**src/rtl/alu_div_scheduler.sv**
```systemverilog
// alu_div_scheduler
//   Shares one iterative unsigned restoring divider among THREADS thread ALUs.
//   Requests are granted round-robin from IDLE; the granted thread's operands
//   are latched, DATA_BITS restoring steps run MSB first, and a one-cycle
//   completion pulse is sent back to the owner together with the quotient.
//   Divide by zero skips the iterations and returns all-ones with dz set.
//
//   Optional build macro: ALU_DIV_REM_EN adds o_resp_rem (remainder output).
//
// Ports
//   clk            clock
//   reset          synchronous, active-high reset
//   i_enable       low freezes every register
//   i_req_valid    per-thread request level, held until its response is seen
//   i_req_rs       packed dividends, thread i at [i*DATA_BITS +: DATA_BITS]
//   i_req_rt       packed divisors, same packing
//   o_resp_valid   one-hot one-cycle completion pulse to the granted thread
//   o_resp_quot    quotient, qualified by o_resp_valid
//   o_resp_dz      divide-by-zero flag, qualified by o_resp_valid
//   o_busy         high whenever the divider is not idle
//   o_grant_id     thread currently owned / last served
//   o_resp_rem     remainder (ALU_DIV_REM_EN only); rs when divisor is zero
//
// States
//   S_IDLE | waiting for a request; grants on the edge a request is seen
//   S_ITER | one restoring step per edge, DATA_BITS steps in total
//   S_DONE | response pulse is on the outputs; next edge returns to idle
module alu_div_scheduler #(
    parameter int THREADS   = 4,
    parameter int DATA_BITS = 8
) (
    input  logic                         clk,
    input  logic                         reset,
    input  logic                         i_enable,
    input  logic [THREADS-1:0]           i_req_valid,
    input  logic [THREADS*DATA_BITS-1:0] i_req_rs,
    input  logic [THREADS*DATA_BITS-1:0] i_req_rt,
    output logic [THREADS-1:0]           o_resp_valid,
    output logic [DATA_BITS-1:0]         o_resp_quot,
    output logic                         o_resp_dz,
    output logic                         o_busy,
    output logic [$clog2(THREADS)-1:0]   o_grant_id
`ifdef ALU_DIV_REM_EN
    ,
    output logic [DATA_BITS-1:0]         o_resp_rem
`endif
);

    localparam int GW = $clog2(THREADS);
    localparam int CW = $clog2(DATA_BITS + 1);

    typedef enum logic [1:0] {
        S_IDLE = 2'd0,
        S_ITER = 2'd1,
        S_DONE = 2'd2
    } state_t;

    state_t                 r_state;
    state_t                 w_state_next;

    logic [GW-1:0]          r_rr;
    logic [GW-1:0]          r_grant_id;
    logic [CW-1:0]          r_count;
    logic [DATA_BITS-1:0]   r_dividend;   // shifts left; quotient bits enter at the LSB
    logic [DATA_BITS-1:0]   r_divisor;
    logic [DATA_BITS-1:0]   r_rem;
    logic [THREADS-1:0]     r_resp_valid;
    logic [DATA_BITS-1:0]   r_resp_quot;
    logic                   r_resp_dz;
`ifdef ALU_DIV_REM_EN
    logic [DATA_BITS-1:0]   r_resp_rem;
`endif

    logic [DATA_BITS-1:0]   w_rs_arr [THREADS];
    logic [DATA_BITS-1:0]   w_rt_arr [THREADS];
    logic                   w_found;
    logic [GW-1:0]          w_winner;
    logic [GW-1:0]          w_idx;
    logic [GW-1:0]          w_rr_next;
    logic [DATA_BITS-1:0]   w_grant_rs;
    logic [DATA_BITS-1:0]   w_grant_rt;
    logic                   w_grant_dz;

    logic [DATA_BITS:0]     w_rem_shift;
    logic [DATA_BITS:0]     w_diff;
    logic                   w_ge;
    logic [DATA_BITS-1:0]   w_rem_next;
    logic [DATA_BITS-1:0]   w_quot_next;
    logic                   w_last;

    for (genvar g = 0; g < THREADS; g++) begin : g_unpack
        assign w_rs_arr[g] = i_req_rs[g*DATA_BITS +: DATA_BITS];
        assign w_rt_arr[g] = i_req_rt[g*DATA_BITS +: DATA_BITS];
    end

    // First requesting thread at or above the rr pointer, wrapping around.
    always_comb begin
        w_found    = 1'b0;
        w_winner   = '0;
        w_idx      = '0;
        w_grant_rs = '0;
        w_grant_rt = '0;
        for (int k = 0; k < THREADS; k++) begin
            w_idx = GW'((int'(r_rr) + k) % THREADS);
            if (!w_found && i_req_valid[w_idx]) begin
                w_found    = 1'b1;
                w_winner   = w_idx;
                w_grant_rs = w_rs_arr[w_idx];
                w_grant_rt = w_rt_arr[w_idx];
            end
        end
    end

    assign w_rr_next  = (w_winner == GW'(THREADS - 1)) ? '0 : w_winner + GW'(1);
    assign w_grant_dz = (w_grant_rt == '0);

    // Restoring step. The remainder stays below the divisor, so the shifted
    // value fits DATA_BITS+1 bits and the difference's MSB is the borrow.
    assign w_rem_shift = {r_rem, r_dividend[DATA_BITS-1]};
    assign w_diff      = w_rem_shift - {1'b0, r_divisor};
    assign w_ge        = ~w_diff[DATA_BITS];
    assign w_rem_next  = w_ge ? w_diff[DATA_BITS-1:0] : w_rem_shift[DATA_BITS-1:0];
    assign w_quot_next = {r_dividend[DATA_BITS-2:0], w_ge};
    assign w_last      = (r_count == CW'(DATA_BITS - 1));

    always_ff @(posedge clk) begin
        if (reset) begin
            r_state <= S_IDLE;
        end else if (i_enable) begin
            r_state <= w_state_next;
        end
    end

    always_comb begin
        w_state_next = r_state;
        case (r_state)
            S_IDLE: begin
                if (w_found) begin
                    w_state_next = w_grant_dz ? S_DONE : S_ITER;
                end
            end
            S_ITER: begin
                if (w_last) begin
                    w_state_next = S_DONE;
                end
            end
            S_DONE:  w_state_next = S_IDLE;
            default: w_state_next = S_IDLE;
        endcase
    end

    always_ff @(posedge clk) begin
        if (reset) begin
            r_rr         <= '0;
            r_grant_id   <= '0;
            r_count      <= '0;
            r_dividend   <= '0;
            r_divisor    <= '0;
            r_rem        <= '0;
            r_resp_valid <= '0;
            r_resp_quot  <= '0;
            r_resp_dz    <= 1'b0;
`ifdef ALU_DIV_REM_EN
            r_resp_rem   <= '0;
`endif
        end else if (i_enable) begin
            r_resp_valid <= '0;
            case (r_state)
                S_IDLE: begin
                    if (w_found) begin
                        r_grant_id <= w_winner;
                        r_rr       <= w_rr_next;
                        r_dividend <= w_grant_rs;
                        r_divisor  <= w_grant_rt;
                        r_rem      <= '0;
                        r_count    <= '0;
                        if (w_grant_dz) begin
                            r_resp_valid[w_winner] <= 1'b1;
                            r_resp_quot            <= '1;
                            r_resp_dz              <= 1'b1;
`ifdef ALU_DIV_REM_EN
                            r_resp_rem             <= w_grant_rs;
`endif
                        end
                    end
                end
                S_ITER: begin
                    r_dividend <= w_quot_next;
                    r_rem      <= w_rem_next;
                    r_count    <= r_count + CW'(1);
                    if (w_last) begin
                        r_resp_valid[r_grant_id] <= 1'b1;
                        r_resp_quot              <= w_quot_next;
                        r_resp_dz                <= 1'b0;
`ifdef ALU_DIV_REM_EN
                        r_resp_rem               <= w_rem_next;
`endif
                    end
                end
                default: ;
            endcase
        end
    end

    assign o_resp_valid = r_resp_valid;
    assign o_resp_quot  = r_resp_quot;
    assign o_resp_dz    = r_resp_dz;
    assign o_busy       = (r_state != S_IDLE);
    assign o_grant_id   = r_grant_id;
`ifdef ALU_DIV_REM_EN
    assign o_resp_rem   = r_resp_rem;
`endif

endmodule

```
**config.mk**
```make
export PLATFORM = sky130hd
export DESIGN_NAME = alu_div_scheduler
export DESIGN_NICKNAME = d
export VERILOG_FILES = /design/src/rtl/alu_div_scheduler.sv
export SDC_FILE = /design/constraint.sdc
export NUM_CORES = 1
export LEC_CHECK = 0
export ABC_AREA = 1
export BUFFER_PORTS_ARGS = -buffer_cell sky130_fd_sc_hd__clkbuf_2
export CAP_MARGIN = 15
export CORE_MARGIN = 5
export CORE_UTILIZATION = 48
export DETAILED_ROUTE_END_ITERATION = 16
export GPL_TIMING_DRIVEN = 0
export PLACE_DENSITY = 0.73
export SLEW_MARGIN = 0
export SYNTH_ARGS = -nofsm -noshare
export SYNTH_HDL_FRONTEND = slang
export SYNTH_SLANG_ARGS = --single-unit
```
**constraint.sdc**
```tcl
create_clock -name clk -period 2.6 [get_ports clk]
set_input_delay 0.26 -clock clk [delete_from_list [all_inputs] [get_ports clk]]
set_output_delay 0.26 -clock clk [all_outputs]
set_load 0.01 [all_outputs]
```
==> out/results.ini, run 1 <==
[critical_path]
cp-end-kind=flip-flop
crit_fanout=10
reg2reg_from=r_rr[0]
cp_cell_sequence=buf_6 -> inv_4 -> nand2_1 -> nand2_1 -> nand2_1 -> nand2_4 -> nor2_4 -> buf_4 -> buf_6 -> nand4_1 -> nand3_2 -> nor2_2 -> nand2_2 -> o21ai_4 -> buf_6 -> nand3_1 -> a21oi_2
max_stage_delay_ns=0.31
worstReg2RegEnd=o_resp_quot[4]
start_kind=flip-flop
r2r_cells=17
cp.required_ns=2.83
crit_slowest_cell=dfxtp_1
cp_data_arrival_time_ns=2.71
critPathKind=reg2reg
worst-r2r-setup-slack_ns=0.12

[timing]
setup_tns_ns=0
post-route-period-util=0.955
finalClockSkew_ns=0.00381
slew_viol_final=0
worst_hold_slack_ns=0.277
hold_viol=0
worst-slew-pin-transition_ns=0.608
worst_slew_margin_rel=0.591
clock.fmax_mhz=403
fin_crit_ns=2.48
setup_viol=0

[logic_synthesis]
synth_enable_flop_cells=0
synth_nets=895
yosys_most_used_dff=dfxtp_1
ys_types=40
synth_area_um2=4600
ys_seq_elements=47
ys_seq_area_frac=0.204
syn_inst=810
yosysWarnings=0
ys_async_sr_fraction=0
syn_area_per_cell_um2=5.68

[floorplanning]
core_um2=9280
placement_rows=35
pin_count=87
initial_utilization=0.496
fp.dieW_um=108
die_h_um=108
dieArea_um2=11700

[clock_network]
cts.sinks=47
tritoncts=built
cts_max_level=2
clk_pin_slew_worst_paths_ns=0.09
holdBufCountCts=0
clk_latency_ns=0.30
numCtsBuffers=5
cts_root_buf=clkbuf_8
cts_buffer_depth=2

[global_routing]
overflow=0
grt_usage=0.231
grt_pass1_wl_um=22500
antenna_found_initial=0
grt_max_degree=14
grt_pass1_vias=5090

[worst_hold_path]
min_from=i_enable
holdPathStages=3
min_path_type=in2reg
hold_path_end=o_resp_valid[1]

[placement]
gp_congestion=0.959
hpwl_um=11000
dp_cells=1024
io_buffers=85

[detailed_routing]
wl_um=14100
drc=0
drtIter0Drc=340
vias=5655
first_pass_iters=5
routedWlPerCell_um=13.5
routed_via_density=5.42
postRouteAntennaNets=0

[job]
cap_viol_max_count=0

[final_layout]
synthToLayoutAreaGrowth_pct=18.8
utilization=0.589
layout.cells.non_filler=1043
regArea_um2=941
multiInputGateArea_um2=3210
n_antenna_cell=0
fin_nets=998
drive_above_1_share=0.198
nFillCells=966

[power]
p_leak_nw=2.72
ir_drop_mv=0.606
power.density_nw_per_um2=1540
total_power_mw=8.44

[status]
status=finished clean

==> cells by family (layout without fill, tap and decap cells) <==
logic type / count (synthesis) / after routing / share of synthesized area
fa+ha+maj: 14 / 14 / 0.0397
simple gates: 436 / 436 / 0.391
buf+inv: 126 / 230 / 0.120
xor+xnor: 6 / 6 / 0.0114
compound gates: 166 / 166 / 0.201
flops: 47 / 47 / 0.204
mux: 15 / 15 / 0.0326
==> area by class of cell <==
class	instances	share of cell area
plain buffers	45	0.0487
clock buffers	7	0.0140
clock inverters	1	0.000915
inverters	81	0.0560
multi-input cells	637	0.586
flip-flops and latches	47	0.172
well taps	129	0.0295
repair buffers	96	0.0924
==> flip-flops by register name, indices dropped and copies added, names as in the netlist <==
signal and flops:
o_grant_id 2, o_resp_dz 1, o_resp_quot 8, o_resp_valid 4, r_count 4, r_dividend 8, r_divisor 8, r_rem 8
r_rr 2, r_state 2
==> what timing repair did <==
item,CTS,global route
pin swaps,1,7
endpoints found under the setup margin,13,44
setup buffers,3,7
gates resized for setup,5,36
cloned,0,1
==> routing by layer <==
layer | up-vias | share of wire | global-route usage
met2 | 222 | 0.47 | 0.397
met4 | 0 | 0.022 | 0.0685
met1 | 2557 | 0.44 | 0.304
met3 | 25 | 0.066 | 0.0275
li1 | 2851 | - | -
met5 | - | 0 | 0
==> critical path: cells and delay by family, from the launching register on <==
family | cells | cell delay [ns]
flops | 1 | 0.31
buf+inv | 5 | 0.64
simple gates | 10 | 1.02
compound gates | 2 | 0.43
==> cells in the mapped netlist (all sizes together) (2+ instances only) <==
master  number  area [µm²]
xor2         5        43.8
buf         30         189
nand3       54         275
a21oi       44         224
nor2        43         176
or2          4        25.0
mux2i       15         150
clkbuf      15        57.6
nor3         2        10.0
inv         80         303
o21ai       89         468
nand2      317        1210
dfxtp       47         941
nand4       15        93.8
o211ai      16         120
ha          13         163
a31oi       12        75.1
==> report_power, final <==
group / switching (mW) / leakage [nW] / internal (mW)
Sequential: 0.147 / 0.383 / 0.962
Clock: 0.240 / 0.0422 / 0.189
Combinational: 4.47 / 2.30 / 2.43
Total: 4.86 / 2.72 / 3.58
==> per-stage QoR <==
step,setup WS [ns],area (µm²)
global route,-0.0447,5470
CTS,0.0117,5310
detailed placement,-0.294,5190
finish,0.117,5470
global placement,-0.207,5190
floorplan,0.238,4600
==> worst max-delay path by stage <==
stage,startpoint,end,slack [ns],cells after the start
after floorplan,r_rr[0],o_resp_valid[0],0.24,19
after global placement,r_rr[0],o_resp_valid[0],-0.21,18
after detailed placement,r_rr[0],o_resp_valid[1],-0.29,18
after CTS,r_dividend[7],r_rem[6],0.01,11
after global routing,r_rr[0],o_resp_quot[4],-0.04,17
final,r_rr[0],o_resp_quot[4],0.12,17
==> layout by cell type, fill, tap and decap left out, types with 5 or more instances in the layout <==
master | synthesis | layout
ha_1 | 13 | 13
inv_1 | 71 | 68
buf_4 | 3 | 13
o21ai_0 | 79 | 78
buf_2 | 16 | 14
nand2_2 | 6 | 7
nor2_1 | 39 | 34
nand3_1 | 53 | 48
a31oi_1 | 12 | 11
nand3_2 | 1 | 6
mux2i_1 | 15 | 15
inv_2 | 8 | 11
clkbuf_2 | 1 | 90
o211ai_1 | 16 | 16
a21oi_1 | 43 | 42
buf_6 | 6 | 7
nand2_1 | 310 | 306
o21ai_1 | 8 | 8
xor2_1 | 5 | 5
dfxtp_1 | 47 | 47
nand4_1 | 15 | 15
clkbuf_8 | 0 | 5
clkbuf_1 | 14 | 12
nor2_2 | 3 | 7
No activity file was read; power rests on OpenSTA's default activity.
==> run 2: changes to the inputs <==
--- a/config.mk
+++ b/config.mk
@@ -11,7 +11,6 @@
 export CORE_MARGIN = 5
 export CORE_UTILIZATION = 48
 export DETAILED_ROUTE_END_ITERATION = 16
-export GPL_TIMING_DRIVEN = 0
 export PLACE_DENSITY = 0.73
 export SLEW_MARGIN = 0
 export SYNTH_ARGS = -nofsm -noshare
==> out/results.ini, run 2 (synthesized netlist as in run 1, its figures left out) <==
[timing]
fin_crit_ns=2.44
worst-slew-pin-transition_ns=0.615
setup_ws_ns=0.160
setup_viol=0
finalClockSkew_ns=0.00696
worst_slew_margin_rel=0.587
worst_hold_slack_ns=0.269
setup_tns_ns=0
post-route-period-util=0.938
clock.fmax_mhz=410
slew_viol_final=0
hold_viol=0

[critical_path]
reg2reg_from=r_rr[0]
start_kind=flip-flop
worst-r2r-setup-slack_ns=0.16
cp.required_ns=2.79
crit_end=o_resp_valid[1]
cp_data_arrival_time_ns=2.63
critical_path.startpoint=r_rr[0]
critPathKind=reg2reg
r2r_cells=17
cp-end-kind=flip-flop
crit_fanout=11
worstReg2RegEnd=o_resp_valid[1]

[final_layout]
layout.cells.non_filler=1014
n_antenna_cell=0
fin_nets=969
final_cell_mix=nand2_1, clkbuf_2, o21ai_0
synthToLayoutAreaGrowth_pct=14.2
layout_commonest_cell=nand2_1
drive_above_1_share=0.173

[floorplanning]
fp.dieW_um=108
dieArea_um2=11700
die_h_um=108
placement_rows=35
initial_utilization=0.496
core_um2=9280
pin_count=87

[detailed_routing]
routedWlPerCell_um=12.7
routed_via_density=5.29
first_pass_iters=5
wl_um=12800
drc=0
drtIter0Drc=373
vias=5363
postRouteAntennaNets=0

[placement]
dpl_worst_slack_ns=0.108
dp_cells=1003
hpwl_um=10100
io_buffers=86
gp_congestion=0.898

[clock_network]
numCtsBuffers=5
cts_root_buf=clkbuf_8
clk_latency_ns=0.31
tritoncts=built
clk_pin_slew_worst_paths_ns=0.09
holdBufCountCts=0
cts_buffer_depth=2
cts_max_level=2
cts.sinks=47

[power]
p_leak_nw=2.61
ir_drop_mv=0.794
power.density_nw_per_um2=1490

[global_routing]
grt_pass1_wl_um=21900
grt_max_degree=50
grt_usage=0.224
overflow=0
grt_pass1_vias=4956
antenna_found_initial=0

[status]
status=finished clean

[job]
cap_viol_max_count=0

[worst_hold_path]
min_path_type=in2reg

==> run 2: changes by cell type in the layout (fill, tap and decap cells not counted), moves of 5 or more <==
| cell | previous run | this run |
|---|---|---|
| nand3_2 | 6 | 1 |
| nor2_1 | 34 | 39 |
| nand3_1 | 48 | 53 |
| buf_4 | 13 | 24 |
| clkbuf_1 | 12 | 0 |
| buf_6 | 7 | 2 |
| buf_2 | 14 | 0 |
==> run 2: area by class of cell <==
type,instances,area (µm²)
Inverter,81,309
Clock buffer,5,68.8
Multi-Input combinational cell,637,3120
Timing Repair Buffer,112,633
Clock inverter,3,20.0
Sequential cell,47,946
Fill cell,968,4030
Tap cell,129,161
==> run 2: worst min-delay path by stage <==
| stage | endpoint | cells past startpoint | slack, ns | from |
|---|---|---|---|---|
| 2_1_floorplan | o_resp_valid[0] | 2 | 0.40 | i_enable |
| 3_3_place_gp | r_dividend[5] | 2 | 0.45 | r_dividend[5] |
| 3_5_place_dp | r_dividend[5] | 2 | 0.46 | r_dividend[5] |
| 4_1_cts | o_resp_valid[2] | 3 | 0.26 | i_enable |
| 5_1_grt | o_resp_valid[2] | 3 | 0.27 | i_enable |
| 6_report | o_resp_valid[2] | 3 | 0.27 | i_enable |
==> run 2: per-layer routing <==
layer / up-vias / global-route usage / share of wire
met5: - / 0 / 0
met4: 0 / 0.0451 / 0.014
met3: 19 / 0.0310 / 0.058
met2: 156 / 0.392 / 0.47
met1: 2406 / 0.295 / 0.45
li1: 2782 / - / -
==> run 2: per-stage QoR <==
| step | area (µm²) | utilization | power, mW |
|---|---|---|---|
| floorplan | 4600 | - | 5.81 |
| global placement | 5120 | 0.552 | 7.04 |
| global route | 5260 | 0.566 | 8.78 |
| detailed placement | 5120 | 0.552 | 7.21 |
| CTS | 5210 | 0.561 | 7.67 |
| finish | 5260 | 0.566 | 7.81 |
==> run 2: critical path, stage by stage, from the launching register on <==
cell,delay [ns]
dfxtp_4,0.39
inv_4,0.13
nand2_1,0.06
nand2_1,0.18
nand2_1,0.09
nand2_2,0.09
buf_4,0.17
nand2_1,0.12
o21a_1,0.20
a31oi_2,0.24
inv_1,0.11
ha_1,0.21
nand2_1,0.06
inv_1,0.03
nand3_1,0.06
nand2_1,0.05
nand2_1,0.05
a21oi_1,0.06
==> run 2: what timing repair did <==
item | CTS | global route
setup buffers | 0 | 3
resized for setup | 0 | 9
setup endpoints to repair | 0 | 24
==> run 2: power breakdown <==
group          internal (mW)  total [mW]  switching [mW]
Clock                  0.187       0.446           0.259
Combinational           2.18        6.22            4.03
Sequential             0.969        1.15           0.176
==> run 3: changes to the inputs <==
--- a/config.mk
+++ b/config.mk
@@ -11,7 +11,7 @@
 export CORE_MARGIN = 5
 export CORE_UTILIZATION = 48
 export DETAILED_ROUTE_END_ITERATION = 16
-export PLACE_DENSITY = 0.73
+export PLACE_DENSITY = 0.74
 export SLEW_MARGIN = 0
 export SYNTH_ARGS = -nofsm -noshare
 export SYNTH_HDL_FRONTEND = slang
==> out/results.ini, run 3 (synthesized netlist as in run 1, its figures left out) <==
[status]
status=finished clean

[critical_path]
cp-end-kind=flip-flop
cp_data_arrival_time_ns=2.58
crit_fanout=15
r2r_cells=11
reg2reg_from=r_dividend[7]
crit_end=r_rem[6]
critPathKind=reg2reg
worst-r2r-setup-slack_ns=0.19
worstReg2RegEnd=r_rem[6]
cp.required_ns=2.77
start_kind=flip-flop
critical_path.startpoint=r_dividend[7]

[timing]
worst-slew-pin-transition_ns=0.571
setup_ws_ns=0.192
setup_tns_ns=0
worst_slew_margin_rel=0.619
finalClockSkew_ns=0.00800
slew_viol_final=0
hold_viol=0
setup_viol=0
fin_crit_ns=2.41
post-route-period-util=0.926
rsz0062_at_grt=yes
clock.fmax_mhz=415
worst_hold_slack_ns=0.275

[global_routing]
antenna_found_initial=0
overflow=0
grt_pass1_vias=4596
grt_pass1_wl_um=20600
grt_max_degree=46
grt_usage=0.212

[detailed_routing]
wl_um=12400
first_pass_iters=7
vias=5242
routed_via_density=5.14
postRouteAntennaNets=0
routedWlPerCell_um=12.2
drc=0
drtIter0Drc=298

[clock_network]
holdBufCountCts=0
clk_latency_ns=0.30
tritoncts=built
cts.sinks=47
numCtsBuffers=5
cts_max_level=2
cts_root_buf=clkbuf_8
cts_buffer_depth=2
clk_pin_slew_worst_paths_ns=0.09

[floorplanning]
dieArea_um2=11700
placement_rows=35
die_h_um=108
pin_count=87
fp.dieW_um=108
initial_utilization=0.496
core_um2=9280

[power]
ir_drop_mv=1.19
power.density_nw_per_um2=1490
p_leak_nw=2.66
total_power_mw=7.95

[placement]
dpl_worst_slack_ns=0.0966
hpwl_um=9770
io_buffers=86
gp_congestion=0.917

[final_layout]
utilization=0.575
drive_above_1_share=0.175
final_cell_mix=nand2_1, clkbuf_2, o21ai_0
synthToLayoutAreaGrowth_pct=16.0
layout_commonest_cell=nand2_1
n_antenna_cell=0
fin_nets=974

[job]
cap_viol_max_count=0

[worst_hold_path]
min_path_type=in2reg

==> run 3: changes by cell type in the layout (fill, tap and decap cells not counted) <==
cell / delta
nor2_4: +1
buf_4: +2
inv_2: -1
buf_6: +2
clkinvlp_4: -2
inv_1: +1
o21ai_2: -1
bufinv_16: +1
o21ai_0: +1
clkinv_4: +1
buf_12: +1
nor2_2: -1
==> run 3: repair_timing <==
action	CTS	global route
gates resized for setup	0	12
buffers inserted	0	1
setup endpoints to repair	0	19
==> run 3: where the power goes <==
| part | internal (mW) | switching (mW) |
|---|---|---|
| Combinational | 2.24 | 4.02 |
| Clock | 0.287 | 0.259 |
| Sequential | 0.969 | 0.176 |
==> run 3: per-stage QoR <==
step / std cells / area [µm²]
global placement: 1010 / 5180
CTS: 1018 / 5290
floorplan: 810 / 4600
finish: 1019 / 5340
global route: 1019 / 5340
detailed placement: 1010 / 5180
==> run 3: how the worst min path moves through the flow <==
stage / from / end / slack [ns] / cells after the start
after global routing: i_enable / o_resp_valid[0] / 0.29 / 3
after global placement: r_divisor[0] / r_divisor[0] / 0.44 / 2
after detailed placement: r_divisor[0] / r_divisor[0] / 0.44 / 2
final: i_enable / o_resp_valid[0] / 0.27 / 3
after CTS: i_enable / o_resp_valid[2] / 0.27 / 3
after floorplan: i_enable / o_resp_valid[0] / 0.40 / 2
==> run 3: final cells by class <==
type,count,area [µm²]
Sequential cell,47,946
Timing Repair Buffer,117,691
Tap cell,129,161
Fill cell,1003,3940
Multi-Input combinational cell,637,3120
Clock inverter,3,43.8
Clock buffer,5,68.8
Inverter,81,309
==> run 3: critical path, stage by stage, from the launching register on <==
cell and delay, ns:
dfxtp_1 0.36, inv_1 0.05, ha_1 0.21, fa_1 0.41
o21ai_0 0.27, nand4_1 0.12, o211ai_1 0.14, or2_2 0.15
nand2_1 0.07, buf_4 0.20, o211ai_1 0.20, a21oi_1 0.09
==> run 3: layer usage <==
layer,wire length (µm),track usage
met1,5830,0.276
met5,0,0
met3,609,0.0328
met2,5750,0.369
met4,217,0.0478
